### src/rtl/text_console.sv
// text_console: byte-stream character terminal that acts as a bus master
// on the memory-mapped text RAM and cursor registers of the text display.
//
// Optional feature macro: TEXT_CONSOLE_SCROLL_EN
//   defined   - LF or wrap on the last row scrolls the screen up by one row.
//   undefined - it wraps to row 0 and clears that row instead.
//
// Ports:
//   clk, reset      core clock, asynchronous active-low reset
//   in_valid/in_ready/in_data   byte input handshake
//   busy            FSM is not idle
//   strobe, rw, addr, d_out     bus access (one access per strobe cycle)
//   d_in            read data, valid the cycle after a read strobe
`ifndef VIDEO_ADDR
`define VIDEO_ADDR 32'h0000_8000
`endif

module text_console #(
  parameter logic [31:0] VIDEO_ADDR = `VIDEO_ADDR,
  parameter int unsigned ROWS       = 32,
  parameter int unsigned COLS       = 64
) (
  input  logic        clk,
  input  logic        reset,
  input  logic        in_valid,
  input  logic [7:0]  in_data,
  output logic        in_ready,
  output logic        busy,
  output logic        strobe,
  output logic        rw,
  output logic [31:0] addr,
  output logic [31:0] d_out,
  input  logic [31:0] d_in
);

  localparam int unsigned AW    = $clog2(ROWS * COLS);
  localparam int unsigned ROW_W = $clog2(ROWS);
  localparam int unsigned COL_W = $clog2(COLS);

  localparam logic [ROW_W-1:0] ROW_LAST  = ROW_W'(ROWS - 1);
  localparam logic [COL_W-1:0] COL_LAST  = COL_W'(COLS - 1);
  localparam logic [AW-1:0]    CELL_LAST = AW'(ROWS * COLS - 1);
`ifdef TEXT_CONSOLE_SCROLL_EN
  localparam logic [AW-1:0]    LAST_ROW_BASE = AW'((ROWS - 1) * COLS);
  localparam logic [AW-1:0]    COPY_LAST     = AW'((ROWS - 1) * COLS - 1);
`endif
  localparam logic [31:0] CRX_ADDR = VIDEO_ADDR + 32'h0000_0FFE;
  localparam logic [31:0] CRY_ADDR = VIDEO_ADDR + 32'h0000_0FFD;

  localparam logic [7:0] CHR_BS    = 8'h08;
  localparam logic [7:0] CHR_LF    = 8'h0A;
  localparam logic [7:0] CHR_FF    = 8'h0C;
  localparam logic [7:0] CHR_CR    = 8'h0D;
  localparam logic [7:0] CHR_SPACE = 8'h20;

  typedef enum logic [2:0] {
    IDLE   = 3'd0,
    PUT    = 3'd1,
    CLR    = 3'd2,
    CUR_X  = 3'd3,
    CUR_Y  = 3'd4
`ifdef TEXT_CONSOLE_SCROLL_EN
    ,
    SCR_RD = 3'd5,
    SCR_WR = 3'd6
`endif
  } state_t;

  state_t           state_q, state_d;
  logic [COL_W-1:0] col_q, col_d;
  logic [ROW_W-1:0] row_q, row_d;
  logic [AW-1:0]    cnt_q, cnt_d;
  logic [AW-1:0]    clr_end_q, clr_end_d;
  logic             in_ready_q, in_ready_d;
  logic             busy_q, busy_d;
  logic             strobe_q, strobe_d;
  logic             rw_q, rw_d;
  logic [31:0]      addr_q, addr_d;
  logic [7:0]       dout_q, dout_d;

  logic             go_cur, go_scroll, go_clr;
  logic [AW-1:0]    clr_start, clr_stop;
  logic [31:0]      cell_addr;

  assign cell_addr = VIDEO_ADDR + 32'(row_q) * 32'(COLS) + 32'(col_q);

  // State, cursor and registered bus outputs
  always_ff @(posedge clk or negedge reset) begin
    if (!reset) begin
      state_q    <= IDLE;
      col_q      <= '0;
      row_q      <= '0;
      cnt_q      <= '0;
      clr_end_q  <= '0;
      in_ready_q <= 1'b0;
      busy_q     <= 1'b0;
      strobe_q   <= 1'b0;
      rw_q       <= 1'b0;
      addr_q     <= '0;
      dout_q     <= '0;
    end else begin
      state_q    <= state_d;
      col_q      <= col_d;
      row_q      <= row_d;
      cnt_q      <= cnt_d;
      clr_end_q  <= clr_end_d;
      in_ready_q <= in_ready_d;
      busy_q     <= busy_d;
      strobe_q   <= strobe_d;
      rw_q       <= rw_d;
      addr_q     <= addr_d;
      dout_q     <= dout_d;
    end
  end

  // Next state; bus outputs are computed for the state being entered so
  // each strobe lines up with the state that owns the access.
  always_comb begin
    state_d   = state_q;
    col_d     = col_q;
    row_d     = row_q;
    cnt_d     = cnt_q;
    clr_end_d = clr_end_q;
    strobe_d  = 1'b0;
    rw_d      = 1'b1;
    addr_d    = addr_q;
    dout_d    = dout_q;
    go_cur    = 1'b0;
    go_scroll = 1'b0;
    go_clr    = 1'b0;
    clr_start = '0;
    clr_stop  = '0;

    case (state_q)
      IDLE: begin
        if (in_valid && in_ready_q) begin
          case (in_data)
            CHR_CR: begin
              col_d  = '0;
              go_cur = 1'b1;
            end
            CHR_LF: begin
              col_d = '0;
              if (row_q != ROW_LAST) begin
                row_d  = row_q + ROW_W'(1);
                go_cur = 1'b1;
              end else begin
                go_scroll = 1'b1;
              end
            end
            CHR_BS: begin
              if (col_q != '0) col_d = col_q - COL_W'(1);
              go_cur = 1'b1;
            end
            CHR_FF: begin
              row_d     = '0;
              col_d     = '0;
              go_clr    = 1'b1;
              clr_start = '0;
              clr_stop  = CELL_LAST;
            end
            default: begin
              state_d  = PUT;
              strobe_d = 1'b1;
              addr_d   = cell_addr;
              dout_d   = in_data;
            end
          endcase
        end
      end
      // Glyph written this cycle; advance the cursor, wrapping like LF
      PUT: begin
        if (col_q == COL_LAST) begin
          col_d = '0;
          if (row_q != ROW_LAST) begin
            row_d  = row_q + ROW_W'(1);
            go_cur = 1'b1;
          end else begin
            go_scroll = 1'b1;
          end
        end else begin
          col_d  = col_q + COL_W'(1);
          go_cur = 1'b1;
        end
      end
`ifdef TEXT_CONSOLE_SCROLL_EN
      SCR_RD: begin
        state_d  = SCR_WR;
        strobe_d = 1'b1;
        addr_d   = VIDEO_ADDR + 32'(cnt_q);
      end
      SCR_WR: begin
        if (cnt_q == COPY_LAST) begin
          go_clr    = 1'b1;
          clr_start = LAST_ROW_BASE;
          clr_stop  = CELL_LAST;
        end else begin
          cnt_d    = cnt_q + AW'(1);
          state_d  = SCR_RD;
          strobe_d = 1'b1;
          rw_d     = 1'b0;
          addr_d   = VIDEO_ADDR + 32'(cnt_q) + 32'(COLS + 1);
        end
      end
`endif
      CLR: begin
        if (cnt_q == clr_end_q) begin
          go_cur = 1'b1;
        end else begin
          cnt_d    = cnt_q + AW'(1);
          strobe_d = 1'b1;
          addr_d   = VIDEO_ADDR + 32'(cnt_q) + 32'd1;
          dout_d   = CHR_SPACE;
        end
      end
      CUR_X: begin
        state_d  = CUR_Y;
        strobe_d = 1'b1;
        addr_d   = CRY_ADDR;
        dout_d   = 8'(row_q);
      end
      CUR_Y: state_d = IDLE;
      default: state_d = IDLE;
    endcase

    if (go_scroll) begin
`ifdef TEXT_CONSOLE_SCROLL_EN
      state_d  = SCR_RD;
      cnt_d    = '0;
      strobe_d = 1'b1;
      rw_d     = 1'b0;
      addr_d   = VIDEO_ADDR + 32'(COLS);
`else
      row_d     = '0;
      go_clr    = 1'b1;
      clr_start = '0;
      clr_stop  = AW'(COLS - 1);
`endif
    end

    if (go_clr) begin
      state_d   = CLR;
      cnt_d     = clr_start;
      clr_end_d = clr_stop;
      strobe_d  = 1'b1;
      addr_d    = VIDEO_ADDR + 32'(clr_start);
      dout_d    = CHR_SPACE;
    end

    // crx register is 1-based
    if (go_cur) begin
      state_d  = CUR_X;
      strobe_d = 1'b1;
      addr_d   = CRX_ADDR;
      dout_d   = 8'(col_d) + 8'd1;
    end

    busy_d     = (state_d != IDLE);
    in_ready_d = (state_d == IDLE);
  end

  assign in_ready = in_ready_q;
  assign busy     = busy_q;
  assign strobe   = strobe_q;
  assign rw       = rw_q;
  assign addr     = addr_q;

`ifdef TEXT_CONSOLE_SCROLL_EN
  // Copy data arrives the cycle after the read; forward it into the write
  logic unused_d_in_hi;
  assign unused_d_in_hi = ^d_in[31:8];
  assign d_out = {24'h0, (state_q == SCR_WR) ? d_in[7:0] : dout_q};
`else
  logic unused_d_in;
  assign unused_d_in = ^d_in;
  assign d_out = {24'h0, dout_q};
`endif

endmodule

### config.mk
export PLATFORM = sky130hd
export DESIGN_NAME = text_console
export DESIGN_NICKNAME = d
export VERILOG_FILES = /design/src/rtl/text_console.sv
export SDC_FILE = /design/constraint.sdc
export NUM_CORES = 1
export LEC_CHECK = 0
export ABC_AREA = 1
export BUFFER_PORTS_ARGS = -buffer_cell sky130_fd_sc_hd__buf_2
export CELL_PAD_IN_SITES_DETAIL_PLACEMENT = 0
export CELL_PAD_IN_SITES_GLOBAL_PLACEMENT = 2
export CORE_MARGIN = 3
export CORE_UTILIZATION = 32
export CTS_BUF_LIST = sky130_fd_sc_hd__clkbuf_4 sky130_fd_sc_hd__clkbuf_8
export CTS_CLUSTER_DIAMETER = 50
export DETAILED_ROUTE_END_ITERATION = 7
export PLACE_DENSITY_LB_ADDON = 0.1
export SETUP_SLACK_MARGIN = 0.02
export SKIP_LAST_GASP = 1
export SYNTH_ARGS = -nofsm -noshare
export SYNTH_HDL_FRONTEND = slang
export SYNTH_SLANG_ARGS = --single-unit
### constraint.sdc
create_clock -name clk -period 3.2 [get_ports clk]
set_input_delay 0.16 -clock clk [delete_from_list [all_inputs] [get_ports clk]]
set_output_delay 0.16 -clock clk [all_outputs]
set_load 0.1 [all_outputs]
==> results.toml <==
[finish]
final_cell_mix = "nand2_1, dfrtp_1, inv_1"
final_common_cell = "nand2_1"
n_antenna_cell = 0
nets = 550
layout-drive-gt1-share_pct = 18.3
area_growth_pct = 6.95

[global_route]
grt_pass1_wl_mm = 16.9
grt_pass1_vias = 3062
overflow = 0
antenna_found_initial = 0
grt_use_total_pct = 17.0
grt_max_degree = 43

[sta]
clock.fmax_ghz = 0.407
grt_setup_unrepaired = "false"
finalCritPeriodShare_pct = 76.7
setup_tns_ps = 0
finalClockSkew_ps = 6.21
setup_viol = 0
slew_viol_final = 0
fin_hold_ws_ps = -6.48
final_hold_viol_count = 7
min_period_ps = 2450
worst_pin_slew_ps = 1000
slew_headroom_pct = 33.2

[critical_path]
r2r_cells = 10
r2r_slack_ps = 750
crit_family = "compound AO/OA/AOI/OAI gates"
crit_chain = "ha_1 -> nand3_2 -> nor3_4 -> nand2_1 -> a21boi_0 -> a21oi_2 -> inv_1 -> a31oi_1 -> o21ai_0 -> a21oi_1"
slowest_stage = "dfrtp_1"
max_stage_delay_ps = 500
cp_max_fo = 10
startpoint_type = "register"
regToRegStartpoint = "col_q[0]"
cp_num_buf_inv = 1
worstPathRequired_ps = 3450
cp.arrival_ps = 2710
r2r-end = "addr[5]"
cp-end-kind = "register"
critPathKind = "reg -> reg"

[floorplan]
fp.dieW_um = 112
rows = 38
die_area_um2 = 12500
initial_core_util_pct = 32.9
coreArea_um2 = 10900
fp.dieH_um = 112
io-pin-count = 111

[routing]
post-route-drc-count = 0
via_per_inst = 4.77
wl_per_cell_um = 15.8
routed_wl_mm = 10.2
drt_iter0_markers = 182
dr.pass1.iters = 4
vias = 3063
ant_nets = 0

[cts]
cts_setup_buffers = 0
root_buffer = "clkbuf_8"
post_cts_resized = 0
tritoncts = "built"
cts_sinks = 52
numCtsBuffers = 5
clock_latency_ps = 320
clock_path_buffers = 2
holdBufCountCts = 0
path_clk_slew_ps = 100
htreeDepth = 2

[synth]
ys_ff_latch = 52
synth_area_per_cell_um2 = 7.67
ys_warn_count = 0
syn_area_um2 = 3580
seq_area_frac_synth_pct = 36.3
ys_types = 46
syn_inst = 467

[placement]
place_congestion = 0.807
post-dp-hpwl_mm = 7.74
io_buffers = 35

[run_status]
outcome = "finished with violations"
violations = "hold timing"

[hold_path]
hold_class = "in -> async"

[flow_run]
max_cap_viol_count = 0
==> kinds of logic after synthesis <==
group           count (synthesis)  share of synthesized area, %
compound gates                 90                          14.5
xor+xnor                        6                          1.47
fa+ha+maj                       6                          2.10
buf+inv                       110                          17.2
flops                          52                          36.3
other cells                     2                         0.210
simple gates                  201                          28.2
==> worst reg2reg max path, delay by kind of cell, from the launching register on <==
family | cells | cell delay, ps
AOI/OAI and AO/OA | 5 | 1070
DFF | 1 | 500
buffers and inverters | 1 | 290
adders and majority gates | 1 | 280
and+or+nand+nor | 3 | 250
==> cell usage after synthesis (all sizes together) <==
cell	instances	share of area, %
a221oi	1	0.24
or2	1	0.17
nor3b	1	0.21
a21boi	1	0.21
dfrtp	52	36
nor2	59	8.5
nand4	9	1.9
o31ai	1	0.21
o22ai	11	1.9
o2111ai	1	0.24
nand2	90	10
clkbuf	4	0.70
o21ai	31	4.4
o211ai	1	0.21
conb	2	0.21
inv	57	6.0
a21oi	33	4.9
o21a	1	0.21
a21o	1	0.21
a31oi	3	0.52
ha	6	2.1
a211oi	1	0.21
xor2	5	1.2
nor3	7	1.9
o221ai	1	0.24
a32oi	1	0.24
a22oi	2	0.42
buf	49	11
nand3	33	5.4
nor4	1	0.17
xnor2	1	0.24
==> worst max-delay path by stage <==
stage	startpoint	endpoint	cells after the start	slack, ps
final	col_q[0]	addr[5]	10	750
after global placement	col_q[0]	addr[5]	10	730
after global routing	col_q[0]	addr[5]	10	340
after detailed placement	col_q[0]	addr[4]	10	740
after floorplan	in_ready	dout_q[4]	13	720
after CTS	col_q[0]	addr[5]	10	690
==> registers in the layout (all words and copies together) (netlist names) <==
signal	cells
busy	1
cnt_q	11
row_q	5
strobe	1
state_q	3
addr	13
dout_q	8
in_ready	1
rw	1
col_q	6
clr_end_q	2
==> through the flow <==
stage               area, µm²  instances  util, %  worst slack, ps  hold WS (ps)
CTS                      3830        642     35.2              685          31.3
detailed placement       3710        634     34.1              742           400
floorplan                3740        509        -              718          -136
finish                   3830        642     35.2              745         -6.48
global route             3830        642     35.2              340          70.1
global placement         3710        634     34.1              734           394
==> per-layer routing <==
layer	up-vias	wire length (µm)	global-route usage (%)
li1	1517	-	-
met1	1450	4870	24.4
met2	83	4660	26.3
met3	13	478	2.99
met4	0	143	4.70
met5	-	0	0
==> cell type report <==
cell class / instances / area, µm²
Clock buffer: 6 / 82.6
Clock inverter: 2 / 38.8
Fill cell: 1207 / 7060
Inverter: 57 / 214
Multi-Input combinational cell: 347 / 1820
Sequential cell: 52 / 1300
Tap cell: 140 / 175
Timing Repair Buffer: 38 / 198
Power is not shown: default switching activity piles up to over one toggle a cycle in this logic, so the estimate is an artifact.
